## src/rtl/present_pkg.sv

```systemverilog
`default_nettype none
// +--------------------------------------------------------------------------+
// | Module      : present_pkg                                                |
// | Description : Shared PRESENT constants: the forward and inverse S-box    |
// |               tables packed as 16 nibbles (entry x at bits [4x+3:4x]),   |
// |               state/nibble widths, the layer FSM encoding and a nibble   |
// |               table lookup helper.                                       |
// | Revision    : 1.0 - initial release                                      |
// +--------------------------------------------------------------------------+
package present_pkg;

  localparam int STATE_W = 64;
  localparam int NIB_W   = 4;

  // Entry x of each table lives at bits [4x+3:4x]; written MSB (x=F) first.
  localparam logic [63:0] SBOX_INV = 64'hA970_364B_D21C_8FE5;
  localparam logic [63:0] SBOX_FWD = 64'h2174_8FE3_DA09_B65C;

  typedef enum logic [1:0] {
    IDLE = 2'd0,
    BUSY = 2'd1,
    DONE = 2'd2
  } fsm_t;

  function automatic logic [NIB_W-1:0] nib_lookup(input logic [63:0] tbl,
                                                  input logic [NIB_W-1:0] x);
    return tbl[{x, 2'b00} +: NIB_W];
  endfunction

endpackage
`default_nettype wire

```

## src/rtl/present_sbox_nibble.sv

```systemverilog
`default_nettype none
// +--------------------------------------------------------------------------+
// | Module      : present_sbox_nibble                                        |
// | Description : Combinational 4-bit PRESENT S-box lookup.                  |
// |               x   : input nibble                                         |
// |               fwd : 1 selects forward S, 0 selects S^-1                  |
// |               y   : substituted nibble                                   |
// |               Macro PRESENT_FWD_SBOX_EN adds the forward table; without  |
// |               it the lookup is inverse-only and fwd has no effect.       |
// | Revision    : 1.0 - initial release                                      |
// +--------------------------------------------------------------------------+
module present_sbox_nibble
  import present_pkg::*;
(
  input  logic [NIB_W-1:0] x,
  input  logic             fwd,
  output logic [NIB_W-1:0] y
);

`ifdef PRESENT_FWD_SBOX_EN
  assign y = fwd ? nib_lookup(SBOX_FWD, x) : nib_lookup(SBOX_INV, x);
`else
  // Direction input kept for a uniform port list; inverse-only build ignores it.
  logic w_fwd_unused;
  assign w_fwd_unused = fwd;
  assign y = nib_lookup(SBOX_INV, x);
`endif

endmodule
`default_nettype wire

```

## src/rtl/present_inv_sbox_layer.sv

```systemverilog
`default_nettype none
// +--------------------------------------------------------------------------+
// | Module      : present_inv_sbox_layer                                     |
// | Description : Serialized PRESENT inverse substitution layer. Applies     |
// |               S^-1 to all 16 nibbles of a 64-bit state, LANES nibbles    |
// |               per BUSY cycle, behind valid/ready handshakes.             |
// |   clk        : rising-edge clock                                         |
// |   rst_n      : asynchronous active-low reset                             |
// |   in_valid   : data_in valid          in_ready  : accepting (IDLE)       |
// |   data_in    : 64-bit input state     fwd       : direction (optional)   |
// |   out_valid  : result available       out_ready : consumer takes result  |
// |   data_out   : 64-bit result          busy      : substitution running   |
// |   Macro PRESENT_FWD_SBOX_EN adds the fwd port and the forward table.     |
// | Revision    : 1.0 - initial release                                      |
// +--------------------------------------------------------------------------+
module present_inv_sbox_layer
  import present_pkg::*;
#(
  parameter int LANES = 1
) (
  input  logic               clk,
  input  logic               rst_n,
  input  logic               in_valid,
  output logic               in_ready,
  input  logic [STATE_W-1:0] data_in,
`ifdef PRESENT_FWD_SBOX_EN
  input  logic               fwd,
`endif
  output logic               out_valid,
  input  logic               out_ready,
  output logic [STATE_W-1:0] data_out,
  output logic               busy
);

  localparam int STEPS = 16 / LANES;
  localparam int CNT_W = (STEPS > 1) ? $clog2(STEPS) : 1;
  localparam int SUB_W = NIB_W * LANES;
  localparam logic [CNT_W-1:0] C_CNT_LAST = CNT_W'(STEPS - 1);

  generate
    if (!(LANES == 1 || LANES == 2 || LANES == 4 || LANES == 8 || LANES == 16)) begin : g_lanes_check
      $error("present_inv_sbox_layer: LANES must be 1, 2, 4, 8 or 16");
    end
  endgenerate

  fsm_t               r_fsm;
  logic [STATE_W-1:0] r_state;
  logic [CNT_W-1:0]   r_cnt;
  logic               w_fwd;
  logic [SUB_W-1:0]   w_sub;
  logic [STATE_W-1:0] w_next;

`ifdef PRESENT_FWD_SBOX_EN
  // Direction is latched at acceptance so it holds for the whole transaction.
  logic r_fwd;
  always_ff @(posedge clk or negedge rst_n) begin
    if (!rst_n) begin
      r_fwd <= 1'b0;
    end else if (r_fsm == IDLE && in_valid) begin
      r_fwd <= fwd;
    end
  end
  assign w_fwd = r_fwd;
`else
  assign w_fwd = 1'b0;
`endif

  generate
    for (genvar i = 0; i < LANES; i++) begin : g_lane
      present_sbox_nibble u_nib (
        .x   (r_state[NIB_W*i +: NIB_W]),
        .fwd (w_fwd),
        .y   (w_sub[NIB_W*i +: NIB_W])
      );
    end
  endgenerate

  // Substituted nibbles re-enter at the top, so after STEPS rotations every
  // nibble is back at its original index.
  generate
    if (LANES == 16) begin : g_rot_full
      assign w_next = w_sub;
    end else begin : g_rot_part
      assign w_next = {w_sub, r_state[STATE_W-1:SUB_W]};
    end
  endgenerate

  always_ff @(posedge clk or negedge rst_n) begin
    if (!rst_n) begin
      r_fsm   <= IDLE;
      r_state <= '0;
      r_cnt   <= '0;
    end else begin
      case (r_fsm)
        IDLE: begin
          if (in_valid) begin
            r_state <= data_in;
            r_cnt   <= '0;
            r_fsm   <= BUSY;
          end
        end
        BUSY: begin
          r_state <= w_next;
          r_cnt   <= r_cnt + 1'b1;
          if (r_cnt == C_CNT_LAST) begin
            r_fsm <= DONE;
          end
        end
        DONE: begin
          if (out_ready) begin
            r_fsm <= IDLE;
          end
        end
        default: r_fsm <= IDLE;
      endcase
    end
  end

  assign in_ready  = (r_fsm == IDLE);
  assign busy      = (r_fsm == BUSY);
  assign out_valid = (r_fsm == DONE);
  assign data_out  = r_state;

endmodule
`default_nettype wire
```

## config.mk

```make
export PLATFORM = sky130hd
export DESIGN_NAME = present_inv_sbox_layer
export DESIGN_NICKNAME = d
export VERILOG_FILES = /design/src/rtl/present_pkg.sv /design/src/rtl/present_sbox_nibble.sv /design/src/rtl/present_inv_sbox_layer.sv
export SDC_FILE = /design/constraint.sdc
export NUM_CORES = 1
export LEC_CHECK = 0
export BUFFER_PORTS_ARGS = -buffer_cell sky130_fd_sc_hd__buf_2
export CORE_MARGIN = 5
export CORE_UTILIZATION = 52
export CTS_CLUSTER_SIZE = 30
export DETAILED_ROUTE_END_ITERATION = 7
export PLACE_DENSITY = 0.85
export SYNTH_ARGS = -nofsm -noshare
export SYNTH_HDL_FRONTEND = slang
export SYNTH_SLANG_ARGS = --single-unit
```

## constraint.sdc

```tcl
create_clock -name clk -period 3.3 [get_ports clk]
set_clock_uncertainty 0.05 [all_clocks]
set_input_delay 0.33 -clock clk [delete_from_list [all_inputs] [get_ports clk]]
set_output_delay 0.33 -clock clk [all_outputs]
set_load 0.02 [all_outputs]
```

* Word level (Yosys, flattened, before mapping)
Index checks and enable logic that the tools add are counted.
** Storage, ports and cells
- Flip-flop bits (word level) :: 70
- Output and inout bits :: 67
- Word-level logic and storage cells :: 23
** Cells by class
- Add/sub/neg operators :: 1
- Equality and inequality tests :: 6
- Shift operators :: 1
- Multiplexer cells :: 8
- Reductions and logical operators :: 4
** Operators by type and width (number)
- $pmux 64 s2 :: 1
- $mux 64 :: 1
- $shiftx 64x7->4 const A :: 1
- $pmux 4 s2 :: 1
- $mux 2 :: 3
- $pmux 2 s3 :: 1
- $add 4x1->4 const B :: 1
- $eq 4x4->1 const B :: 1
- $mux 4 :: 1
- $ne 2x1->1 const B :: 2
- $reduce_and 3->1 :: 1
- $eq 2x1->1 const B :: 1
- $eq 2x2->1 const B :: 1
- $logic_not 2->1 :: 1
- $ne 2x2->1 const B :: 1
- $reduce_and 2->1 :: 1
- $reduce_bool 2->1 :: 1

* Logic depth before layout (Yosys ltp)
Gate-level depths: netlist (run 1).
- Depth in word-level cells :: 3
- Depth in mapped cells :: 6
- Mapped depth without buffers :: 6

* Cells and area by module
A second synthesis (run 1) with hierarchy kept.
** Unflattened totals
- Cell total of the unflattened synthesis :: 345
- Area, all modules :: 3428.3 um^2
** Modules (own cells, without submodules)
- present_inv_sbox_layer :: times used 1, cells an instance 317, area an instance 3211.8 um^2
- present_sbox_nibble :: times used 1, cells an instance 28, area an instance 216.5 um^2

* Worst setup path before layout (run 1)
Ideal clock, no wire load.
- Path kind :: flip-flop to flip-flop
- Start :: register r_state[0], in the netlist data_out[0]
- End :: register r_state[63], in the netlist data_out[63]
- Setup time :: 65 ps
- Data arrival time :: 1537 ps
- Data required time :: 3185 ps
- Setup slack :: 1648 ps
- Cell stages (with the launch flop) :: 7
- Path buffers :: 0
- Clock period less this slack :: 1652 ps
- Cells stage by stage :: dfrtp_1 -> inv_1 -> ha_1 -> nor2_1 -> a21oi_1 -> a21oi_1 -> o221a_2
** Between the ends
- Word-level cells in the longest chain between the ends :: 2
** RTL lines
- start, declared :: RTL line present_inv_sbox_layer.sv:47 : logic [STATE_W-1:0] r_state;
- start signal, assigned :: RTL line present_inv_sbox_layer.sv:97 : r_state <= data_in;
- start signal, assigned :: RTL line present_inv_sbox_layer.sv:103 : r_state <= w_next;
- $shiftx 64x7->4 :: RTL line present_pkg.sv:27 : return tbl[{x, 2'b00} +: NIB_W];
- $pmux 64 s2 :: RTL line present_inv_sbox_layer.sv:94 : case (r_fsm)
No other way between the ends.
A chain may end at the register's enable or synchronous reset.

* Worst setup path after layout (run 1)
- Start :: register r_fsm[1]
- End :: output port busy
** Between the ends
- Word-level cells in the longest chain between the ends :: 1
** RTL lines
- start, declared :: RTL line present_inv_sbox_layer.sv:46 : fsm_t r_fsm;
- start signal, assigned :: RTL line present_inv_sbox_layer.sv:90 : r_fsm <= IDLE;
- start signal, assigned :: RTL line present_inv_sbox_layer.sv:99 : r_fsm <= BUSY;
- start signal, assigned :: RTL line present_inv_sbox_layer.sv:106 : r_fsm <= DONE;
- $eq 2x1->1 :: RTL line present_inv_sbox_layer.sv:120 : assign busy = (r_fsm == BUSY);
- end, declared :: RTL line present_inv_sbox_layer.sv:32 : output logic busy
No other way between the ends.

==> results of run 1 <==
sequential cells by signal, indices dropped and copies added (netlist names):
| name | cells |
|---|---|
| data_out | 64 |
| r_cnt | 4 |
| r_fsm | 2 |
synthesized netlist by cell type:
cell type	count
a211oi_1	1
a21o_1	1
a21oi_1	69
a22o_1	2
a41oi_1	1
buf_2	18
buf_4	2
buf_6	7
clkbuf_1	9
dfrtp_1	70
ha_1	7
inv_1	3
inv_2	2
mux2i_1	3
nand2_1	6
nand2_4	1
nand2b_1	3
nand3_1	1
nand4_1	1
nor2_1	3
nor3_1	2
o21ai_0	5
o21ai_1	1
o221a_2	1
o22a_1	3
o22ai_1	124
o31ai_1	1
power by group:
part	leakage (nW)	total [W]	internal, W	switching (W)
Clock	0.0867	0.000660	0.000348	0.000313
Combinational	0.960	0.00202	0.000774	0.00125
Sequential	0.768	0.00176	0.00126	0.000496
Total	1.81	0.00444	0.00239	0.00205
cell families after synthesis:
family                   Yosys count  synth area share (%)
multiplexers                       3                 0.876
AND/OR/NAND/NOR                   17                  2.48
buffers and inverters             41                  6.90
adder cells (fa/ha/maj)            7                  2.55
AO/OA/AOI/OAI                    209                  36.1
flip-flops                        70                  51.1
final timing paths:
kind                            from            to  slack, ns  cells past startpoint
max                         r_fsm[1]          busy       0.70                      4
min                            rst_n   data_out[6]       0.04                      1
max reg2reg                 r_fsm[1]      r_fsm[1]       1.25                      5
min reg2reg                 r_cnt[0]      r_cnt[0]       0.49                      1
max in group asynchronous      rst_n  data_out[41]       2.39                      2
min in group clk           out_ready      r_fsm[1]       0.13                      2
worst max-delay path, delay by kind of cell (launching register included):
kind	cells	cell delay, ns
buffers and inverters	3	0.97
DFF	1	0.41
and+or+nand+nor	1	0.50
layer usage:
metal  vias up  share of wire, %
met5         -                 0
met1      1740                41
li1       1616                 -
met2       159                50
met4         0              0.59
met3         7               8.2
cell type report:
type	count	area [um^2]	area share (%)
sequential	70	1750	41.7
multi-input combinational	236	1440	34.4
timing repair buffer	139	708	16.9
clock buffer	12	135	3.22
tap	77	96.3	2.29
clock inverter	3	46.3	1.10
inverter	5	18.8	0.447
per-stage QoR:
step           utilization, %  std cells
2_1_floorplan               -        347
3_3_place_gp             62.9        527
3_5_place_dp             62.9        527
4_1_cts                  65.8        542
5_1_grt                  65.8        542
6_report                 65.8        542
==> metrics.md, run 1 <==
| Metric | Value |
|---|---|
| Status | completed |
| Min cycle time layout | 2.60 ns |
| Routing usage on met1 | 31.9% |
| Largest net degree at the start of global routing | 66 |
| Drt first pass iters | 5 |
| Gr usage total | 23.0% |
| Slew @ Worst Pin | 1.04 ns |
| Vias in the first global route | 3261 |
| Antenna violations before repair | 0 |
| Max-Cap Viols | 0 |
| Die area | 8320 um^2 |
| M3 GR Usage | 5.79% |
| Register bit count reported by yosys | 70 |
| Starting Density | 53.7% |
| Final nets | 536 |
| Synthesized area | 3430 um^2 |
| Synthesized area per cell | 9.88 um^2 |
| Worst min path class | in -> async |
| Worst-path clk slew | 0.07 ns |
| Bufs on Longest Clock Path | 2 |
| Drt drc | 0 |
| N_diodes | 0 |
| Post-synth top area cell | dfrtp_1 |
| Share of cells above drive strength 1 | 33.5% |
| Die Ht | 91.2 um |
| TritonCTS Sinks | 70 |
| Gr busiest metal | met2 |
| Synth Warn # | 0 |
| Period utilization | 78.7% |
| Std cell rows | 29 |
| Fill cells | 542 |
| Slowest stage delay, CP | 0.50 ns |
| Clock Latency Late Sink | 0.34 ns |
| VDD IR max | 0.598 mV |
| Total congestion overflow | 0 |
| Critical path startpoint category | flop |
| Hold_ws | 0.0384 ns |
| Pre-CTS setup slack | 1.07 ns |
| Maximum fanout along the worst path | 63 |
| Antenna Violating Nets Remaining | 0 |
| Final hold viol count | 0 |
| Vias/cell | 6.50 |
| Total power | 0.00444 W |
| Commonest cells after routing, fill and taps aside | 134 x buf_2, 124 x o22ai_1, 70 x dfrtp_1 |
| Crit end category | primary output |
| CTS tree | done |
| PwrDens | 1060 nW/um^2 |
| Ranking of synthesized cells by area | dfrtp_1 51%, o22ai_1 23%, a21oi_1 10% |
| WP data required | 2.92 ns |
| DR vias | 3522 |
| Max Slew Vio Count | 0 |
| Synth-to-layout area growth | 22.5% |
| CTS H-tree lvls | 3 |
| Synth Net Count | 422 |
| Root Buffer | clkbuf_8 |
| Placed instance area | 4020 um^2 |
| Post-CTS Repair Setup Buffers | 0 |
| Critical path data arrival time | 2.22 ns |
| Max-slew headroom | 30.4% |
| Port Buffers | 134 |
| Global-route wire length before repair | 16000 um |
| Pleak | 1.81 nW |
| Initial drt markers | 319 |
| Post-synthesis sequential area ratio | 51.1% |
| Io pins | 135 |
| Setup TNS | 0 ns |
| Post-CTS Hold Buffers | 0 |
| Setup violations, final | 0 |
| Most common cell after layout, fill and taps aside | buf_2 |
| Final WL | 9950 um |
| Slowest stage cell, crit path | nand2_4 |
| Post-CTS sizing | 0 |
| Critical path class | reg -> out |
| RSZ-0062 raised after global routing | no |
| Post-route cell area | 4200 um^2 |
| Final Worst Setup Slack | 0.703 ns |
| DP HPWL | 6610 um |
| Num CTS Buffers | 9 |
| Mapped Cells | 347 |
| Width of the die | 91.2 um |
| Synth cell types | 27 |
| Core Footprint | 6390 um^2 |
| GR Util met2 | 35.9% |
| FMAX | 0.385 GHz |
| CP Cell Sequence | inv_2, nand2_4, inv_1, buf_2 |
| Routed wire per std cell | 18.3 um |
| RD Place Congestion | 0.835 |
| Synth top area share | 51.1% |
Power figures use the tool's default switching activity.
==> inputs of run 2 (changes only) <==
--- a/config.mk
+++ b/config.mk
@@ -5,12 +5,13 @@
 export SDC_FILE = /design/constraint.sdc
 export NUM_CORES = 1
 export LEC_CHECK = 0
+export ABC_AREA = 1
 export BUFFER_PORTS_ARGS = -buffer_cell sky130_fd_sc_hd__buf_2
 export CORE_MARGIN = 5
-export CORE_UTILIZATION = 52
+export CORE_UTILIZATION = 44
 export CTS_CLUSTER_SIZE = 30
 export DETAILED_ROUTE_END_ITERATION = 7
-export PLACE_DENSITY = 0.85
+export PLACE_DENSITY = 0.77
 export SYNTH_ARGS = -nofsm -noshare
 export SYNTH_HDL_FRONTEND = slang
 export SYNTH_SLANG_ARGS = --single-unit
==> constraint.sdc (replaced) <==
create_clock -name clk -period 2.34 [get_ports clk]
set_clock_uncertainty 0.05 [all_clocks]
set_input_delay 0.234 -clock clk [delete_from_list [all_inputs] [get_ports clk]]
set_output_delay 0.234 -clock clk [all_outputs]
set_load 0.02 [all_outputs]
==> run 2 against run 1 <==
Compared with the run above:
- non-clock buffer count decreased by 1
- flip-flop and latch count unchanged
- via count decreased by 11%
- first-iteration DRC count decreased by 61%
- final cell count increased by 18%
- worst hold slack improved by 0.011 ns
- worst setup slack got worse by 0.57 ns
- utilization decreased by 8.0 points
- sequential power increased by 31%
- synthesized cell count increased by 17%
- global-route usage decreased by 4.0 points
- final area increased by 0.21%
- largest cell class unchanged
- highest routed layer unchanged
==> metrics.md, run 2 <==
| Metric | Value |
|---|---|
| Hold path endpoint | r_fsm[1] |
| Synth cell types | 22 |
| CP Cell Sequence | inv_2, nand2_4, inv_2, buf_4, buf_2 |
| Ranking of synthesized cells by area | dfrtp_1 53%, nand2_1 21%, nand3_1 10% |
| N_diodes | 0 |
| Critical path startpoint category | flop |
| Post-synthesis sequential area ratio | 52.8% |
| Most common cell after layout, fill and taps aside | nand2_1 |
| Post-synth top cells | 184 x nand2_1, 70 x dfrtp_1, 68 x nand3_1 |
| Largest net degree at the start of global routing | 71 |
| Worst-path clk slew | 0.07 ns |
| Setup TNS | 0 ns |
| Total congestion overflow | 0 |
| Clock Latency Late Sink | 0.32 ns |
| Maximum fanout along the worst path | 70 |
| Vias in the first global route | 3124 |
| TritonCTS Sinks | 70 |
| Max-slew headroom | 53.0% |
| Worst min path class | in -> reg |
| Num CTS Buffers | 9 |
| DR vias | 3136 |
| Hold Crit Start | out_ready |
| Die Ht | 96.8 um |
| Register bit count reported by yosys | 70 |
| Worst R2R End | data_out[57] |
| Post-CTS Repair Setup Buffers | 0 |
| Synth Warn # | 0 |
| Antenna Violating Nets Remaining | 0 |
| Die area | 9380 um^2 |
| Synth-to-layout area growth | 26.8% |
| Gr usage total | 19.1% |
| Synth Net Count | 480 |
| Slowest stage cell, crit path | buf_4 |
| Synth top area share | 52.8% |
| Slew @ Worst Pin | 0.705 ns |
| Drt first pass iters | 4 |
| Starting Density | 45.5% |
| CTS H-tree lvls | 3 |
| Final hold viol count | 0 |
| Share of cells above drive strength 1 | 31.2% |
| Number of synthesized flops with an enable pin | 0 |
| Period utilization | 94.2% |
| Critical path class | reg -> out |
| Synth Flop Type | dfrtp_1 |
| Status | completed |
| RD Place Congestion | 0.787 |
| Reg area | 1750 um^2 |
| R2r worst-path depth | 6 |
| DP HPWL | 6130 um |
| Mapped Cells | 405 |
| Bufs on Longest Clock Path | 2 |
| Width of the die | 96.8 um |
| Max-Cap Viols | 0 |
| Critical path data arrival time | 1.92 ns |
| Setup violations, final | 0 |
| Total power | 0.00600 W |
| Count leader, synth | nand2_1 |
| WP data required | 2.06 ns |
| Max Slew Vio Count | 0 |
| Synth async-reset ratio | 100% |
| FMAX | 0.454 GHz |
| Crit end category | primary output |
| Reg2reg start | r_fsm[1] |
| Largest register FFs | 64 |
| VDD IR max | 0.583 mV |
| Crit. Startpoint | r_fsm[1] |
| Final WL | 8770 um |
| Vias/cell | 4.92 |
| Pleak | 2.24 nW |
| Slowest stage delay, CP | 0.55 ns |
| Hold Path Stages | 2 |
| CP most frequent cell | inv_2 |
| CTS tree | done |
| Io pins | 135 |
| Synthesized area per cell | 8.19 um^2 |
| Core Footprint | 7290 um^2 |
| Commonest cells after routing, fill and taps aside | 184 x nand2_1, 134 x buf_2, 70 x dfrtp_1 |
| Final nets | 609 |
| Multi-input gate area | 1390 um^2 |
| Routed wire per std cell | 13.8 um |
| Global-route wire length before repair | 14900 um |
| Root Buffer | clkbuf_8 |
| Fill cells | 722 |
| Hold_ws | 0.0494 ns |
| Reg2reg setup slack | 0.44 ns |
| Std cell rows | 31 |
| Post-synth top area cell | dfrtp_1 |
| PwrDens | 1430 nW/um^2 |
| Port Buffers | 134 |
| Min cycle time layout | 2.21 ns |
| Synthesized area | 3320 um^2 |
| RSZ-0062 raised after global routing | no |
| Antenna violations before repair | 0 |
| Initial drt markers | 126 |
| Drt drc | 0 |
[run 2: cell types whose count changed after synthesis, sizes merged, moves of 4 or more]
| cell | previous run | this run |
|---|---|---|
| buf | 27 | 20 |
| nand3 | 1 | 68 |
| o22ai | 124 | 1 |
| nand2 | 7 | 197 |
| a21oi | 69 | 6 |
| clkbuf | 9 | 0 |
| o211ai | 0 | 4 |
| inv | 5 | 13 |
| nor2 | 3 | 8 |
[run 2: per-stage QoR]
step	cells	util (%)	setup slack, ns	instance area [um^2]
5_1_grt	637	57.7	0.0338	4210
3_5_place_dp	621	55.2	0.419	4020
4_1_cts	637	57.7	0.134	4210
3_3_place_gp	621	55.2	0.459	4020
2_1_floorplan	405	-	0.866	3320
6_report	637	57.7	0.135	4210
[run 2: where the power goes]
group          internal, W  switching (W)  leakage (nW)
Clock             0.000436       0.000437        0.0845
Combinational     0.000983        0.00184          1.29
Sequential         0.00179       0.000522         0.868
Total              0.00321        0.00280          2.24
[run 2: critical path: cells and delay by family (launching register included)]
kind                   cells  cell delay (ns)
buffers and inverters      4             1.05
DFF                        1             0.39
and+or+nand+nor            1             0.10
[run 2: worst max-delay path by stage]
stage	end	slack, ns	cells past startpoint
2_1_floorplan	data_out[62]	0.87	7
3_3_place_gp	data_out[57]	0.46	6
3_5_place_dp	data_out[57]	0.42	6
4_1_cts	busy	0.13	5
5_1_grt	busy	0.03	5
6_report	busy	0.13	5
[run 2: final cells by class]
class                      count  area share [%]
tap                           99            2.94
multi-input combinational    302            33.0
sequential                    70            41.6
clock buffer                  12            3.69
inverter                      13            1.22
clock inverter                 3           0.476
timing repair buffer         138            17.0
[run 2: logic make-up after synthesis]
| family | count (synthesis) | synth area share (%) |
|---|---|---|
| fa+ha+maj | 7 | 2.64 |
| compound gates | 21 | 3.62 |
| flops | 70 | 52.8 |
| xor+xnor | 1 | 0.264 |
| simple gates | 273 | 35.4 |
| buf+inv | 33 | 5.32 |
[run 2: what timing repair did]
item                                   in CTS  in global routing
hold buffers                                1                  0
endpoints found under the hold margin      70                  0
resized for setup                           0                  0
[run 2: routing by layer]
metal | wire, um | vias up | GRT usage [%]
met5 | 0 | - | 0
met2 | 4400 | 88 | 30.5
li1 | - | 1550 | -
met4 | 68 | 0 | 6.80
met3 | 529 | 6 | 4.46
met1 | 3770 | 1492 | 25.3
